--- config.mk ---
export PLATFORM = sky130hd
export DESIGN_NAME = keypad_scanner_flat
export DESIGN_NICKNAME = d
export VERILOG_FILES = /design/src/rtl/keypad_scanner_if.sv /design/src/rtl/keypad_scanner.sv /design/src/flat_wrapper.sv
export SDC_FILE = /design/constraint.sdc
export NUM_CORES = 1
export LEC_CHECK = 0
export ABC_AREA = 1
export ABC_CLOCK_PERIOD_IN_PS = 1700
export CAP_MARGIN = 25
export CELL_PAD_IN_SITES_DETAIL_PLACEMENT = 2
export CELL_PAD_IN_SITES_GLOBAL_PLACEMENT = 2
export CORE_UTILIZATION = 29
export CTS_CLUSTER_SIZE = 8
export DETAILED_ROUTE_END_ITERATION = 10
export GPL_ROUTABILITY_DRIVEN = 0
export PLACE_DENSITY = 0.75
export REMOVE_ABC_BUFFERS = 1
export SLEW_MARGIN = 40
export SYNTH_ARGS = -nofsm -noshare
export SYNTH_HDL_FRONTEND = slang
export SYNTH_SLANG_ARGS = --single-unit
--- constraint.sdc ---
create_clock -name clk -period 1.7 [get_ports clk]
set_clock_uncertainty 0.05 [all_clocks]
set_input_delay 0.34 -clock clk [delete_from_list [all_inputs] [get_ports clk]]
set_output_delay 0.34 -clock clk [all_outputs]
set_load 0.02 [all_outputs]
--- src/rtl/keypad_scanner_if.sv ---
// Keypad scanner signal bundle: the raw keypad lines on one side and the
// accepted-key outputs towards the calculator core on the other.
// The scanner takes the master modport; the keypad/consumer side takes slave.
interface keypad_scanner_if;
    logic [3:0] RowIn;
    logic [3:0] ColOut;
    logic [3:0] key_code;
    logic       key_valid;
    logic       key_held;

    modport master (
        input  RowIn,
        output ColOut,
        output key_code,
        output key_valid,
        output key_held
    );

    modport slave (
        output RowIn,
        input  ColOut,
        input  key_code,
        input  key_valid,
        input  key_held
    );
endinterface

--- src/rtl/keypad_scanner.sv ---
// 4x4 matrix keypad scanner with press/release debounce.
// Drives one column low at a time, synchronises the rows, rejects multi-key
// patterns and bounce, and emits one key code plus a one-cycle strobe per press.
// Optional auto-repeat while a key is held: define KEYPAD_REPEAT_EN.
// Rows reach the FSM three edges after they change (two synchroniser flops
// plus the registered decision), so SCAN_DIV should cover that latency.
module keypad_scanner #(
    parameter int SCAN_DIV     = 2500,
    parameter int DEBOUNCE_CNT = 500000,
    parameter int REPEAT_DELAY = 25000000,
    parameter int REPEAT_RATE  = 5000000
) (
    input  logic             clk,
    input  logic             nRST,
    keypad_scanner_if.master kp
);

    localparam int SLOT_W = $clog2(SCAN_DIV) + 1;
    localparam int DB_W   = $clog2(DEBOUNCE_CNT) + 1;
    localparam logic [SLOT_W-1:0] SLOT_LAST = SLOT_W'(SCAN_DIV - 1);
    localparam logic [DB_W-1:0]   DB_LAST   = DB_W'(DEBOUNCE_CNT - 1);

    if (SCAN_DIV < 2 || DEBOUNCE_CNT < 1 || REPEAT_DELAY < 1 || REPEAT_RATE < 1) begin : g_param_check
        $error("keypad_scanner: parameter out of range");
    end

    typedef enum logic [1:0] {
        SCAN,
        DB_PRESS,
        HELD,
        DB_RELEASE
    } state_t;

    state_t state;
    state_t next_state;

    logic [3:0]        sync1;
    logic [3:0]        rs;
    logic [SLOT_W-1:0] slot_cnt;
    logic [DB_W-1:0]   db_cnt;
    logic [3:0]        col_drive;
    logic [3:0]        row_pat;
    logic [3:0]        key_code_q;
    logic              key_valid_q;

    logic slot_last;
    logic db_done;
    logic one_low;
    logic rows_idle;

`ifdef KEYPAD_REPEAT_EN
    localparam int REP_MAX = (REPEAT_DELAY > REPEAT_RATE) ? REPEAT_DELAY : REPEAT_RATE;
    localparam int REP_W   = $clog2(REP_MAX) + 1;
    localparam logic [REP_W-1:0] REP_DELAY_LAST = REP_W'(REPEAT_DELAY - 1);
    localparam logic [REP_W-1:0] REP_RATE_LAST  = REP_W'(REPEAT_RATE - 1);

    logic [REP_W-1:0] rep_cnt;
    logic             rep_started;
    logic             rep_hit;

    assign rep_hit = (rep_cnt == (rep_started ? REP_RATE_LAST : REP_DELAY_LAST));
`endif

    // Position of the single low bit in an active-low one-cold pattern.
    function automatic logic [1:0] low_index(input logic [3:0] pat);
        case (pat)
            4'b1110: low_index = 2'd0;
            4'b1101: low_index = 2'd1;
            4'b1011: low_index = 2'd2;
            4'b0111: low_index = 2'd3;
            default: low_index = 2'd0;
        endcase
    endfunction

    // Keypad legend: * reports as E and # as F.
    function automatic logic [3:0] decode_key(input logic [1:0] row, input logic [1:0] col);
        case ({row, col})
            4'b00_00: decode_key = 4'h1;
            4'b00_01: decode_key = 4'h2;
            4'b00_10: decode_key = 4'h3;
            4'b00_11: decode_key = 4'hA;
            4'b01_00: decode_key = 4'h4;
            4'b01_01: decode_key = 4'h5;
            4'b01_10: decode_key = 4'h6;
            4'b01_11: decode_key = 4'hB;
            4'b10_00: decode_key = 4'h7;
            4'b10_01: decode_key = 4'h8;
            4'b10_10: decode_key = 4'h9;
            4'b10_11: decode_key = 4'hC;
            4'b11_00: decode_key = 4'hE;
            4'b11_01: decode_key = 4'h0;
            4'b11_10: decode_key = 4'hF;
            default:  decode_key = 4'hD;
        endcase
    endfunction

    assign slot_last = (slot_cnt == SLOT_LAST);
    assign db_done   = (db_cnt == DB_LAST);
    assign rows_idle = (rs == 4'b1111);
    assign one_low   = (rs == 4'b1110) || (rs == 4'b1101) || (rs == 4'b1011) || (rs == 4'b0111);

    // Bring the asynchronous row lines into the clock domain.
    always_ff @(posedge clk) begin
        if (!nRST) begin
            sync1 <= 4'b1111;
            rs    <= 4'b1111;
        end else begin
            sync1 <= kp.RowIn;
            rs    <= sync1;
        end
    end

    // FSM state register.
    always_ff @(posedge clk) begin
        if (!nRST) begin
            state <= SCAN;
        end else begin
            state <= next_state;
        end
    end

    // FSM transitions: scan, debounce the press, hold, debounce the release.
    always_comb begin
        next_state = state;
        case (state)
            SCAN: begin
                if (slot_last && one_low) begin
                    next_state = DB_PRESS;
                end
            end
            DB_PRESS: begin
                if (rs != row_pat) begin
                    next_state = SCAN;
                end else if (db_done) begin
                    next_state = HELD;
                end
            end
            HELD: begin
                if (rows_idle) begin
                    next_state = DB_RELEASE;
                end
            end
            DB_RELEASE: begin
                if (!rows_idle) begin
                    next_state = HELD;
                end else if (db_done) begin
                    next_state = SCAN;
                end
            end
            default: next_state = SCAN;
        endcase
    end

    // Counters, column drive, captured pattern and the registered key outputs.
    always_ff @(posedge clk) begin
        if (!nRST) begin
            slot_cnt    <= '0;
            db_cnt      <= '0;
            col_drive   <= 4'b1110;
            row_pat     <= 4'b1111;
            key_code_q  <= 4'h0;
            key_valid_q <= 1'b0;
`ifdef KEYPAD_REPEAT_EN
            rep_cnt     <= '0;
            rep_started <= 1'b0;
`endif
        end else begin
            key_valid_q <= 1'b0;
            case (state)
                SCAN: begin
`ifdef KEYPAD_REPEAT_EN
                    rep_cnt     <= '0;
                    rep_started <= 1'b0;
`endif
                    if (slot_last) begin
                        slot_cnt <= '0;
                        if (one_low) begin
                            row_pat <= rs;
                            db_cnt  <= '0;
                        end else begin
                            col_drive <= {col_drive[2:0], col_drive[3]};
                        end
                    end else begin
                        slot_cnt <= slot_cnt + 1'b1;
                    end
                end
                DB_PRESS: begin
                    if (rs != row_pat) begin
                        slot_cnt <= '0;
                    end else if (db_done) begin
                        key_code_q  <= decode_key(low_index(row_pat), low_index(col_drive));
                        key_valid_q <= 1'b1;
                        db_cnt      <= '0;
`ifdef KEYPAD_REPEAT_EN
                        rep_cnt     <= '0;
                        rep_started <= 1'b0;
`endif
                    end else begin
                        db_cnt <= db_cnt + 1'b1;
                    end
                end
                HELD: begin
                    if (rows_idle) begin
                        db_cnt <= '0;
                    end
`ifdef KEYPAD_REPEAT_EN
                    if (rep_hit) begin
                        key_valid_q <= 1'b1;
                        rep_cnt     <= '0;
                        rep_started <= 1'b1;
                    end else begin
                        rep_cnt <= rep_cnt + 1'b1;
                    end
`endif
                end
                DB_RELEASE: begin
                    if (rows_idle) begin
                        if (db_done) begin
                            col_drive <= {col_drive[2:0], col_drive[3]};
                            slot_cnt  <= '0;
                            db_cnt    <= '0;
                        end else begin
                            db_cnt <= db_cnt + 1'b1;
                        end
                    end
                end
                default: ;
            endcase
        end
    end

    // Drive the bundle outputs; a key counts as held until its release is accepted.
    always_comb begin
        kp.ColOut    = col_drive;
        kp.key_code  = key_code_q;
        kp.key_valid = key_valid_q;
        kp.key_held  = (state == HELD) || (state == DB_RELEASE);
    end

endmodule

--- src/flat_wrapper.sv ---
// flat-port wrapper written by rule: the top's interface ports become plain ports
module keypad_scanner_flat 
#(
    parameter int SCAN_DIV     = 2500,
    parameter int DEBOUNCE_CNT = 500000,
    parameter int REPEAT_DELAY = 25000000,
    parameter int REPEAT_RATE  = 5000000
)
  (clk, nRST, kp_RowIn, kp_ColOut, kp_key_code, kp_key_valid, kp_key_held);
  keypad_scanner_if kp_i ();
  input  logic clk;
  input  logic nRST;
  input wire logic [$bits(kp_i.RowIn)-1:0] kp_RowIn;
  output wire logic [$bits(kp_i.ColOut)-1:0] kp_ColOut;
  output wire logic [$bits(kp_i.key_code)-1:0] kp_key_code;
  output wire logic [$bits(kp_i.key_valid)-1:0] kp_key_valid;
  output wire logic [$bits(kp_i.key_held)-1:0] kp_key_held;
  assign kp_i.RowIn = kp_RowIn;
  assign kp_ColOut = kp_i.ColOut;
  assign kp_key_code = kp_i.key_code;
  assign kp_key_valid = kp_i.key_valid;
  assign kp_key_held = kp_i.key_held;
  keypad_scanner #(.SCAN_DIV(SCAN_DIV), .DEBOUNCE_CNT(DEBOUNCE_CNT), .REPEAT_DELAY(REPEAT_DELAY), .REPEAT_RATE(REPEAT_RATE)) u_core (.clk(clk), .nRST(nRST), .kp(kp_i));
endmodule
======== Word level (Yosys, flattened, before mapping) ========
Memory sizes are Yosys's and may differ from the RTL's. A register that Yosys moved wholly into a read port is not among the register bits.
Cells that the tools add are included.
cells by class
  bitwise gates (word level) .............. 3
  equality and inequality tests ........... 28
  multiplexer cells ....................... 35
  reduce and logical (&&, ||, !) cells .... 16
  $add $sub $neg .......................... 2
operators with widths
  operator                                               count
  two-way mux 20 bit                                     6
  one-hot mux 20 bit (4 select lines)                    1
  two-way mux 13 bit                                     4
  one-hot mux 13 bit (3 select lines)                    1
  equality test 4 bit, second input constant             8
  two-way mux 2 bit                                      14
  adder 20 x 1 -> 20 bit, second input constant          1
  equality test 20 x 19 -> 1 bit, second input constant  1
  two-way mux 4 bit                                      4
  != test 2 x 1 -> 1 bit, second input constant          7
  adder 13 x 1 -> 13 bit, second input constant          1
  equality test 13 x 12 -> 1 bit, second input constant  1
  equality test 4 x 3 -> 1 bit, second input constant    3
  one-hot mux 2 bit (3 select lines)                     2
  AND reduction 5 bit                                    2
  one-hot mux 2 bit (4 select lines)                     1
  one-hot mux 4 bit (2 select lines)                     1
  AND reduction 4 bit                                    2
  AND reduction 3 bit                                    2
  equality test 2 bit, second input constant             2
  logical OR 1 bit                                       4
  != test 2 bit, second input constant                   2
  != test 4 bit                                          1
  != test 3 x 1 -> 1 bit, second input constant          1
  10 further kinds                                       12
word-level totals
  output and inout bits ................... 10
  bits in registers ....................... 52
  memory bits (read-only) ................. 64
  memories ................................ 1
  logic and storage cells ................. 93
memory list
  name              words  bits a word  read ports  clocked after memory_dff  wr ports  line                  RTL
  (name not given)  16     4            1           1                         0         keypad_scanner.sv:77  case ({row, col})

======== Longest topological paths before layout ========
  depth after elaboration ................. 7
  gate-level depth with buffers ........... 13

======== Worst setup path after synthesis ========
OpenSTA, ideal clock, no wires.
  path kind ............................... reg2reg
  from .................................... register u_core.col_drive[2], in the netlist u_core.kp.ColOut[2]
  to ...................................... register u_core.key_code_q[1], in the netlist u_core.kp.key_code[1]
  stages on the path, launching flop included .. 9
  data required time ...................... 1.576 ns
  buffers on the path ..................... 0
  setup slack ............................. -0.038 ns
  arrival time ............................ 1.614 ns
  cell sequence ........................... dfxtp_1 > nand3_1 > nor2_1 > inv_1 > ha_1 > or2_2 > nand2_1 > nand2_1 > a31oi_1
on the way
  cells in the longest elaborated chain, start to end .. 6
  elaborated cells between the ends (all ways) .. 8
ends and longest elaborated chain
  item                                                                 line                   RTL
  start: declaration                                                   keypad_scanner.sv:41   logic [3:0] col_drive;
  start signal: assignment                                             keypad_scanner.sv:181  col_drive <= {col_drive[2:0], col_drive[3]};
  start signal: assignment                                             keypad_scanner.sv:219  col_drive <= {col_drive[2:0], col_drive[3]};
  equality test 4 x 3 -> 1 bit or equality test 4 bit (tied branches)  keypad_scanner.sv:66   case (pat)
  one-hot mux 2 bit (3 select lines) (*)                               keypad_scanner.sv:66
  two-way mux 2 bit (*)                                                keypad_scanner.sv:190  end else if (db_done) begin
  two-way mux 2 bit (*)                                                keypad_scanner.sv:188  if (rs != row_pat) begin
  two-way mux 2 bit (*)                                                keypad_scanner.sv:169  case (state)
  two-way mux 2 bit (*)                                                keypad_scanner.sv:156  if (!nRST) begin
  end: declaration                                                     keypad_scanner.sv:43   logic [3:0] key_code_q;
Mark *: on every way between the ends. The rest lies on a longest branch, timed or not. The select of a mux whose other input is x is not followed.
A chain may end at the register's enable or synchronous reset.

======== Worst setup path after layout ========
  from .................................... register u_core.slot_cnt[0]
  to ...................................... register u_core.col_drive[2], in the netlist u_core.kp.ColOut[2]
on the way
  cells in the longest elaborated chain, start to end .. 3
ends and longest elaborated chain
  item                              line                   RTL
  start: declaration                keypad_scanner.sv:39   logic [SLOT_W-1:0] slot_cnt;
  start signal: assignment          keypad_scanner.sv:184  slot_cnt <= slot_cnt + 1'b1;
  equality test 13 x 12 -> 1 bit    keypad_scanner.sv:97   assign slot_last = (slot_cnt == SLOT_LAST);
  != test 2 x 1 -> 1 bit (no line)  n/a
  AND reduction 5 bit (no line)     n/a
Every way passes these cells.

==> summary.md <==
| Metric | Value |
|---|---|
| Sequential Power Share | `0.261` |
| Top Ports | `16` |
| Met3 Usage GRT | `0.0503` |
| Combinational Power Share | `0.537` |
| Post-synthesis sequential area ratio | `0.315` |
| Row cnt | `40` |
| Dpl hpwl | `~11000 um` |
| Final hold vios | `0` |
| Switching power | `roughly 2800 uW` |
| Failing checks | `setup timing` |
| Longest Clk Path Bufs | `2` |
| Net Sw Frac | `0.465` |
| Die height | `113 um` |
| Area contributors post-synth | `dfxtp_1 31%, nand2_1 17%, nor2_1 11%` |
| Die W | `about 110 um` |
| # Max-Cap Violations | `0` |
| Relative slew margins | `0.713` |
| Final WL | `22800 um` |
| 1st-pass router iterations | `5` |
| Reg-to-reg startpoint | `u_core.slot_cnt[0]` |
| Worst-skew pair later-pin latency | `approximately 0.33 ns` |
| Final core occ | `0.460` |
| DR vias/cell | `5.70` |
| CTS sink cnt | `56` |
| Post-synth EDFFs | `0` |
| Buffers on Ports | `15` |
| Fin area | `0.00552 sq mm` |
| M1 GR Usage | `0.320` |
| CTS tree | `built` |
| Area leader, netlist | `dfxtp_1` |
| Worst setup margin | `-0.323 ns` |
| Largest net degree at the start of global routing | `24` |
| Maximum clock rate | `roughly 490 MHz` |
| Initial detailed-routing violation count | `~330` |
| HP Class | `reg2reg` |
| Register bit total from synthesis | `56` |
| H-tree levels | `2` |
| Max-slew violation count | `0` |
| Drt drc | `0` |
| Minimum clock period | `slightly above 2 ns` |
| Slowest cell delay on critical path | `~0.40 ns` |
| Worst-path clk slew | `approximately 0.09 ns` |
| Hold Path Stages | `1` |
| R2r endpoint | `u_core.kp.ColOut[2]` |
| Worst Reg-to-Reg Cells | `9` |
| Stages on the worst setup path | `9` |
| Antenna cells | `0` |
| Synth-to-layout area growth | `55.0%` |
| Syn avg cell area | `between 6 and 7 sq um` |
| Starting density of the core | `0.297` |
| Post-synth top area share | `0.315` |
| Pwr Density | `approximately 1100 mW/mm^2` |
| TritonCTS Buffers | `5` |
| Most frequent cell after synthesis | `nand2_1` |
| Outcome | `complete, but fails checks` |
| Filler cells | `1378` |
| Max Fanout on Critical Path | `5` |
| Post-synth top cells | `163 x nand2_1, 103 x nor2_1, 66 x inv_1, 56 x dfxtp_1, 48 x nand3_1` |
| Initial antenna violation count | `0` |
| Hold path endpoint | `u_core.rs[1]` |
| Worst slew pin tran | `0.427 ns` |
| Setup CP Type | `reg2reg` |
| Asr flop ratio synth | `0` |
| Flop-to-flop setup slack | `-0.32 ns` |
| Core Region | `around 0.012 sq mm` |
| Grt peak-use layer | `met2` |
| Post-Place Setup Slack | `-0.240 ns` |
| Worst setup EP type | `register` |
| RSZ-0062 raised after global routing | `true` |
| Final net count | `699` |
| Worst VDD drop | `around 950 uV` |
| Mapped cell area | `between 0.003 and 0.004 sq mm` |
| First-pass GRT wire length | `28200 um` |
| Vias | `around 4700` |
| Period utilisation layout | `1.19` |
| Average routed wire per standard cell | `about 28 um` |
| CP cell instances | `ha_4, buf_4, nand3_1, nor2_1, nand2_1, o21ai_1, nand3_4, nand2_1, nand3_1` |
| Final setup fails | `between 40 and 50` |
| Worst EP required | `~1.9 ns` |
| Die area | `between 0.01 and 0.015 sq mm` |
| Number of cells after detailed placement | `around 810` |
| Tot GR Track Use | `0.294` |
| CP Launch Type | `register` |
| Share of cells above drive strength 1 | `0.466` |
| Slowest cell on the critical path | `dfxtp_2` |
| GRT Residual Overflow | `0` |
| Clock share of power | `0.201` |
| Placed Area | `about 0.0044 sq mm` |
| Delay-heaviest family, CP | `simple AND/OR/NAND/NOR gates` |
| Distinct cells, synth | `34` |
| Synth warn | `0` |
| Met2 Resource Use GR | `0.556` |
| LEAKAGE | `roughly 0.0024 uW` |
| Remaining antenna violation count | `0` |
| Mapped Cells | `580` |
| Top_reg_cell synth | `dfxtp_1` |
| Hold path start | `u_core.sync1[1]` |
| CTS root buf | `clkbuf_16` |
| CP Data Arrival Time | `between 2 and 2.5 ns` |
| Vias in the first global route | `about 5000` |
| Non-filler cells, final | `approximately 830` |
| Worst Path Buf+Inv | `1` |
| Internal power | `about 3200 uW` |
## through the flow
step	TNS [ns]	hold WS (ns)	power, uW
final	-8.87	0.395	6060
after global routing	-12.44	0.408	6240
after CTS	-1.49	0.374	5320
after detailed placement	-6.15	0.354	3420
after global placement	-1.36	0.346	3290
after floorplan	-6.32	0.343	2400
## sequential cells by signal, indices dropped and copies added, names as in the netlist
register and cells:
u_core.kp.ColOut 4, u_core.rs 4, u_core.kp.key_code 4, u_core.db_cnt 20, u_core.row_pat 4, u_core.state 2
u_core.sync1 4, u_core.slot_cnt 13, u_core.kp.key_valid 1
## kinds of logic (layout without fill, tap and decap cells)
logic type / count (synthesis) / after routing / synth area share
xor gates and xnor gates: 8 / 8 / 0.0197
DFF: 56 / 56 / 0.315
and+or+nand+nor: 362 / 362 / 0.441
AOI/OAI and AO/OA: 60 / 60 / 0.0917
adders and majority gates: 12 / 12 / 0.0421
buffers and inverters: 82 / 184 / 0.0906
## placed cells by master (no fill, tap or decap), drive strengths merged
master	n
a21oi	25
a31oi	1
and2	4
buf	93
clkbuf	5
clkdlybuf4s50	7
clkinv	1
clkinvlp	1
dfxtp	56
dlygate4sd2	4
dlymetal6s2s	3
ha	12
inv	70
nand2	165
nand3	49
nand3b	1
nand4	10
nor2	107
nor2b	1
nor3	12
nor3b	3
o211ai	5
o21a	1
o21ai	27
o21bai	1
or2	10
xnor2	2
xor2	6
## per-layer routing
layer / up-vias / share of wire
met5: - / 0
met4: 0 / 0.056
met3: 95 / 0.042
met2: 192 / 0.51
met1: 2406 / 0.39
li1: 2030 / -
## how the worst max path moves through the flow
stage                             start                  end
global route               u_core.rs[2]     u_core.db_cnt[9]
CTS                 u_core.slot_cnt[12]    u_core.db_cnt[13]
finish               u_core.slot_cnt[0]  u_core.kp.ColOut[2]
detailed placement   u_core.slot_cnt[0]     u_core.db_cnt[0]
floorplan            u_core.slot_cnt[0]     u_core.db_cnt[0]
global placement     u_core.slot_cnt[0]  u_core.slot_cnt[10]
## area by class of cell
cell class	instances	area, sq um	area share
multi-input combinational	442	2810	0.509
sequential	56	1170	0.212
timing repair buffer	107	931	0.169
inverter	69	269	0.0487
tap	147	184	0.0333
clock buffer	5	125	0.0227
clock inverter	3	27.5	0.00499
## worst register-to-register path, stage by stage (launching register included)
cell and delay [ns]:
dfxtp_2 0.40, ha_4 0.16, buf_4 0.13, nand3_1 0.10
nor2_1 0.18, nand2_1 0.21, o21ai_1 0.30, nand3_4 0.19
nand2_1 0.13, nand3_1 0.08
## what timing repair did
action | CTS | global route
gates cloned | 3 | 0
pin swaps | 26 | 43
hold buffers | 0 | 0
resized for setup | 145 | 146
setup endpoints to repair | 52 | 50
setup buffers | 3 | 14
## power groups by stage
stage / Sequential (uW) / Clock (uW) / Combinational (uW)
4_1_cts: 1540 / 1170 / 2610
2_1_floorplan: 1560 / 0 / 842
6_report: 1580 / 1220 / 3250
3_5_place_dp: 1540 / 0 / 1880
5_1_grt: 1590 / 1270 / 3390
3_3_place_gp: 1520 / 0 / 1770
Power figures use the tool's default switching activity.
